**config.mk**
```make
export PLATFORM = sky130hd
export DESIGN_NAME = pcm_sample_fifo
export DESIGN_NICKNAME = d
export VERILOG_FILES = /design/src/rtl/pcm_sample_fifo.sv
export SDC_FILE = /design/constraint.sdc
export NUM_CORES = 2
export LEC_CHECK = 0
export ABC_AREA = 0
export BUFFER_PORTS_ARGS = -buffer_cell sky130_fd_sc_hd__buf_2
export CORE_ASPECT_RATIO = 1.5
export CORE_MARGIN = 1.5
export CORE_UTILIZATION = 63
export CTS_CLUSTER_DIAMETER = 120
export DETAILED_ROUTE_END_ITERATION = 10
export PLACE_DENSITY = 0.85
export SYNTH_ARGS = -nofsm -noshare
export SYNTH_HDL_FRONTEND = slang
export SYNTH_SLANG_ARGS = --single-unit
```
**constraint.sdc**
```tcl
create_clock -name clk -period 3.95 [get_ports clk]
set_input_delay 0.5925 -clock clk [delete_from_list [all_inputs] [get_ports clk]]
set_output_delay 0.5925 -clock clk [all_outputs]
set_load 0.01 [all_outputs]
```
**src/rtl/pcm_sample_fifo.sv**
```systemverilog
// PCM sample FIFO between the PDM mic front end and the CPU CSR bank.
// First-word-fall-through head, explicit level counter, sticky error flags and a watermark irq.
module pcm_sample_fifo #(
    parameter int DATA_W      = 16,
    parameter int DEPTH_LOG2  = 8,
    parameter int EDGE_DETECT = 1
) (
    input  logic                  clk,
    input  logic                  rst,
    input  logic                  enable,
    input  logic                  in_valid,
    input  logic [DATA_W-1:0]     in_data,
    output logic                  in_ack,
    input  logic                  rd_en,
    output logic [DATA_W-1:0]     rd_data,
    output logic [DEPTH_LOG2:0]   level,
    output logic                  empty,
    output logic                  full,
    input  logic [DEPTH_LOG2:0]   threshold,
    input  logic                  irq_enable,
    input  logic                  flush,
    output logic                  overflow,
    output logic                  underflow,
    input  logic                  err_clear,
    output logic [15:0]           drop_count,
    output logic                  irq
);

    localparam int DEPTH = 1 << DEPTH_LOG2;
    localparam int LVL_W = DEPTH_LOG2 + 1;

    logic [DATA_W-1:0]     mem_q [DEPTH];
    logic [DEPTH_LOG2-1:0] wr_ptr_q, wr_ptr_d;
    logic [DEPTH_LOG2-1:0] rd_ptr_q, rd_ptr_d;
    logic [LVL_W-1:0]      level_q, level_d;
    logic                  vld_hist_q, vld_hist_d;
    logic                  in_ack_q, in_ack_d;
    logic                  overflow_q, overflow_d;
    logic                  underflow_q, underflow_d;
    logic [15:0]           drop_q, drop_d;
    logic                  irq_q, irq_d;

    logic is_empty, is_full, push_ev, pop, wr_en, drop_ev, uf_ev, thr_hit;

    always_comb begin
        is_empty = (level_q == '0);
        is_full  = (level_q == LVL_W'(DEPTH));
        push_ev  = enable & in_valid & ((EDGE_DETECT != 0) ? ~vld_hist_q : 1'b1);
        pop      = rd_en & ~is_empty & ~flush;
        uf_ev    = rd_en & is_empty;
        // A pop in the same cycle frees the slot, so a full FIFO still accepts the push.
        wr_en    = push_ev & ~flush & (~is_full | pop);
        drop_ev  = push_ev & ~flush & is_full & ~pop;
        thr_hit  = (threshold != '0) && (level_q >= threshold);

        wr_ptr_d    = wr_ptr_q;
        rd_ptr_d    = rd_ptr_q;
        level_d     = level_q;
        vld_hist_d  = in_valid;
        in_ack_d    = push_ev;
        irq_d       = irq_enable & (thr_hit | overflow_q);

        if (flush) begin
            wr_ptr_d = '0;
            rd_ptr_d = '0;
            level_d  = '0;
        end else begin
            if (wr_en) wr_ptr_d = wr_ptr_q + 1'b1;
            if (pop)   rd_ptr_d = rd_ptr_q + 1'b1;
            case ({wr_en, pop})
                2'b10:   level_d = level_q + 1'b1;
                2'b01:   level_d = level_q - 1'b1;
                default: level_d = level_q;
            endcase
        end

        // A new error event in the clearing cycle takes precedence over the clear.
        overflow_d  = (overflow_q & ~err_clear) | drop_ev;
        underflow_d = (underflow_q & ~err_clear) | uf_ev;
        if (err_clear) begin
            drop_d = drop_ev ? 16'd1 : 16'd0;
        end else if (drop_ev && drop_q != 16'hFFFF) begin
            drop_d = drop_q + 16'd1;
        end else begin
            drop_d = drop_q;
        end
    end

    always_ff @(posedge clk) begin
        if (rst) begin
            wr_ptr_q    <= '0;
            rd_ptr_q    <= '0;
            level_q     <= '0;
            vld_hist_q  <= 1'b1;
            in_ack_q    <= 1'b0;
            overflow_q  <= 1'b0;
            underflow_q <= 1'b0;
            drop_q      <= '0;
            irq_q       <= 1'b0;
        end else begin
            wr_ptr_q    <= wr_ptr_d;
            rd_ptr_q    <= rd_ptr_d;
            level_q     <= level_d;
            vld_hist_q  <= vld_hist_d;
            in_ack_q    <= in_ack_d;
            overflow_q  <= overflow_d;
            underflow_q <= underflow_d;
            drop_q      <= drop_d;
            irq_q       <= irq_d;
        end
    end

    // Storage is left unreset so it maps onto distributed RAM.
    always_ff @(posedge clk) begin
        if (wr_en) mem_q[wr_ptr_q] <= in_data;
    end

    assign rd_data    = mem_q[rd_ptr_q];
    assign level      = level_q;
    assign empty      = is_empty;
    assign full       = is_full;
    assign in_ack     = in_ack_q;
    assign overflow   = overflow_q;
    assign underflow  = underflow_q;
    assign drop_count = drop_q;
    assign irq        = irq_q;

endmodule

```
==> impl_results.md, run 1 <==
* Stopped at: global routing
* Status: stopped before the end
* Asr flop ratio synth at 0%
* Netlist cell types at 58
* I/O pin cnt at 80
* Chip height at 617 um
* XOR/XNOR share of the synthesized area at less than 1%
* Yosys warns at 0
* Dpl hpwl at 268000 um
* Syn avg cell area at 21.2 sq um
* Mux cell area share after synthesis at 14.3%
* Area after DPL at about 0.17 sq mm
* Synth top area share at 77.6%
* Synth Area in Compound Gates at 3.49%
* Sequential-to-total area share from yosys stat at 78.3%
* Clock buffer depth at 4
* Worst endpoint type: primary output
* Clock Sinks at 4150
* Top cells by area, synth: edfxtp_1 (78%), mux4_2 (11%), mux2i_1 (3.2%), o22ai_1 (1.1%), a22oi_1 (0.88%)
* Largest net degree at the start of global routing at 144
* Simple-gate portion of the synthesized area at 2.19%
* H-tree depth at 5
* Largest family of logic cells by synthesized area: multiplexers
* Synth Cell Area at 0.159 sq mm
* Mapped Nets at 7538
* Initial antenna violation count at ~80
* I/O Buffers at 79
* Initial core utilization at 63.3%
* Post-synth top cells: edfxtp_1 (4096), mux4_2 (783), mux2i_1 (502)
* Leading area contributor after synthesis: edfxtp_1
* Gp weighted congestion at ~0.95
* Synth Register Bits at 4150
* Syn Inst Count at 7482
* Clock buffer count from CTS at around 340
* Most common cell in the netlist: edfxtp_1
* Ys flop type: edfxtp_1
* GRT worst endpoint: rd_data[3]
* Post-synth EDFFs at 4096
* Pre-CTS WS at -0.786 ns
* Run Error: [ERROR GRT-0228] Horizontal edge usage exceeds the maximum allowed. (8, 1) usage=65535 limit=3200
* Num rows at roughly 230
* Die Span X at approximately 410 um
* Root buf cell: clkbuf_16
* Post-synthesis adder-cell area fraction at 0.186%
logic make-up after synthesis:
| kind of cell | Yosys count |
|---|---|
| xor gates and xnor gates | 33 |
| AOI/OAI and AO/OA | 806 |
| muxes | 1288 |
| DFF | 4150 |
| adders and majority gates | 23 |
| and+or+nand+nor | 723 |
| buffers and inverters | 459 |
repair_timing:
item | CTS
pin swaps | 86
resized for setup | 447
endpoints found under the setup margin | 16
setup buffers | 83
hold buffers | 6
gates cloned | 26
hold endpoints to repair | 5
per-stage QoR:
step	std cells	utilization, %
floorplan	7482	-
global placement	11300	67.5
detailed placement	11300	67.5
CTS	12000	73.5
==> inputs of run 2 (changes only) <==
CORE_ASPECT_RATIO = not set   (was 1.5)
CORE_UTILIZATION = 40   (was 63)
CTS_CLUSTER_DIAMETER = not set   (was 120)
PLACE_DENSITY = not set   (was 0.85)
PLACE_DENSITY_LB_ADDON = 0.15   (was not set)
==> run 2 against run 1 <==
The flow now finishes, with violations (negative setup slack). Synthesized area is the same. Synthesized cell count is the same.
==> impl_results.md, run 2 <==
* Drt first pass iters at 6
* Initial antenna violation count at 25
* Internal power at 0.0709 W
* Max FO, Critical Path at 7
* Vias per cell at 5.73
* Clock buffer count from CTS at ~430
* Startpoint Class: register
* Final Hold Fails at 0
* Met1 Routed Length at 195000 um
* Status: finished with violations
* Layout Nets at 8644
* RSZ-0062 raised after global routing: yes
* GRT Overall Usage at 22.1%
* Gate power share at 1.3%
* Asr flop ratio synth at 0%
* Clock Sinks at 4150
* Critical Path RT at 3.36 ns
* Synth Register Bits at 4150
* Mux cell area share after synthesis at 14.3%
* Setup TNS at -11.59 ns
* Yosys warns at 0
* Failing checks: negative setup slack
* Clock share of power at between 40% and 50%
* Post-synth top cells: edfxtp_1 (4096), mux4_2 (783), mux2i_1 (502)
* RR Startpoint: level[1]
* Crit Path Class: register to primary output
* Share of cells above drive strength 1 at 32.2%
* Hold WS at 0.106 ns
* Simple-gate portion of the synthesized area at 2.19%
* Largest family of logic cells by synthesized area: multiplexers
* Chip height at 633 um
* Reg2reg end: level[8]
* Vias in the first global route at 80800
* Vias at between 80000 and 90000
* Endpoints failing setup at 16
* Number of DRC markers in iteration 0 at 8686
* Worst Setup End Kind: primary output
* Post-synth EDFFs at 4096
* Met3 wire len at around 32000 um
* Post-synthesis adder-cell area fraction at less than 1%
* Slew Limit Fails at 0
* Gp weighted congestion at 0.813
* Later-pin clock latency in the skew report at a little under 1 ns
* ANT nets after route at 0
* Skew final at 0.0322 ns
* Commonest non-fill, non-tap cell in the layout: edfxtp_1
* I/O Buffers at between 70 and 80
* Syn Inst Count at 7482
* Synth top area share at 77.6%
* Final worst slack at -0.818 ns
* WL final at 453000 um
* Pwr dens at 467 mW/mm^2
* Worst hold stages at 1
* Synth Cell Area at 0.159 sq mm
* Top library cells by usage in the layout, fill and taps aside: edfxtp_1 (4096), mux4_2 (783), buf_4 (758), mux2i_1 (498), clkbuf_16 (450)
* CORE AREA at ~0.4 sq mm
* P&R area growth vs syn at 20.1%
* Synth Area in Compound Gates at 3.49%
* XOR/XNOR share of the synthesized area at 0.182%
* Maximum capacitance violations at 0
* Drt drc at 0
* Leakage at ~59 nW
* Slew headroom at 11.1%
* Drt wl/cell at 31.9 um
* First-pass GRT wire length at about 630000 um
* Initial core utilization at slightly above 40%
* Most common cell in the netlist: edfxtp_1
* Largest Register: mem_q
* Largest net degree at the start of global routing at 123
* Switch share at about a fifth
* Leading area contributor after synthesis: edfxtp_1
* Highest Signal Layer: met5
* Hold wc startpoint: in_data[8]
* Die Span X at around 630 um
* HP Class: primary input to register
* Worst path arrival time at 4.18 ns
* Num rows at 230
* VDD IR-drop max at 0.518 mV
* Hold Path End: mem_q[176][8]
* Minimum clock period at 4.77 ns
* Reg2reg setup slack at about 0.73 ns
* Sw power at ~0.018 W
* Max Fclk at 210 MHz
* Top cells by area, synth: edfxtp_1 (78%), mux4_2 (11%), mux2i_1 (3.2%), o22ai_1 (1.1%), a22oi_1 (0.88%)
* Share of power burned in registers at 54.4%
* Grt ovf at 0
* Final period utilization at 121%
* Least-Margin Pin Slew at 1.33 ns
* Die area at 0.400 sq mm
* Fin util at 48.4%
* Mapped Nets at 7538
* Routed wl met2 at 215000 um
* Sequential-to-total area share from yosys stat at 78.3%
* Syn avg cell area at 21.2 sq um
* CTS tree: built
* Netlist cell types at 58
* Dpl hpwl at ~270000 um
* Clock buffer depth at 4
* Number of flip-flops in the largest register at 4096
* Root buf cell: clkbuf_16
* CTS clk-pin slew, worst paths at 0.06 ns
* H-tree depth at 5
* Reg2reg path depth at 13
* I/O pin cnt at 80
* Ys flop type: edfxtp_1
[run 2: cell counts after synthesis]
No cell type changed its count.
[run 2: worst max-delay path by stage]
stage              from       endpoint  slack (ns)
2_1_floorplan     flush  mem_q[144][0]        0.90
3_3_place_gp   register    rd_data[10]       -0.69
3_5_place_dp   register    rd_data[10]       -0.74
4_1_cts        register    rd_data[10]       -0.93
5_1_grt        register     rd_data[2]       -0.91
6_report       register     rd_data[9]       -0.82
[run 2: what timing repair did]
action / 4_1_cts / 5_1_grt
endpoints found under the setup margin: 16 / 16
gates resized for setup: 243 / 244
gates cloned: 18 / 19
pin swaps: 35 / 71
hold endpoints to repair: 7 / 0
hold buffers: 10 / 0
setup buffers: 55 / 71
[run 2: layout make-up]
type	count	area, sq um
Fill cell	32100	203000
Sequential cell	4150	124000
Multi-Input combinational cell	2873	34400
Timing Repair Buffer	1116	11700
Clock buffer	517	11200
Tap cell	5220	6530
Clock inverter	268	2330
Inverter	19	71.3
Antenna cell	15	37.5
[run 2: metrics by stage]
stage	area (sq um)	power [W]	instances	setup WS [ns]
after global placement	172000	0.0504	13200	-0.694
final	190000	0.0889	14200	-0.818
after detailed placement	172000	0.0504	13200	-0.736
after global routing	190000	0.0913	14200	-0.914
after floorplan	159000	0.0495	7482	0.904
after CTS	188000	0.0896	14100	-0.928
[run 2: worst max-delay path: stages, from the launching register on]
cell     delay, ns
dfxtp_4       0.38
buf_12        0.16
buf_16        0.19
buf_16        0.17
buf_8         0.13
buf_16        0.12
mux4_2        0.48
a22o_1        0.24
nor4_4        0.45
a21oi_4       0.14
nand4_1       0.28
nor3_4        0.12
buf_6         0.14
buf_2         0.13
[run 2: routing by layer]
metal  up-vias  global-route usage [%]
met4         4                    5.27
met5         -                       0
met1     44200                    32.0
met2      2836                    35.2
met3       520                    3.57
li1      33800                       -
[run 2: power by group through the flow]
stage                     registers [W]  clock network [W]  logic, W
after floorplan                  0.0493                  0  0.000154
after global placement           0.0493                  0   0.00110
after detailed placement         0.0493                  0   0.00116
after CTS                        0.0484             0.0400   0.00119
after global routing             0.0483             0.0416   0.00127
final                            0.0484             0.0393   0.00120
[run 2: kinds of logic after synthesis]
logic type / Yosys count
AO/OA/AOI/OAI: 806
XOR/XNOR: 33
adder cells (fa/ha/maj): 23
buffers and inverters: 459
flip-flops: 4150
multiplexers: 1288
AND/OR/NAND/NOR: 723
No activity file was read; power rests on OpenSTA's default activity.
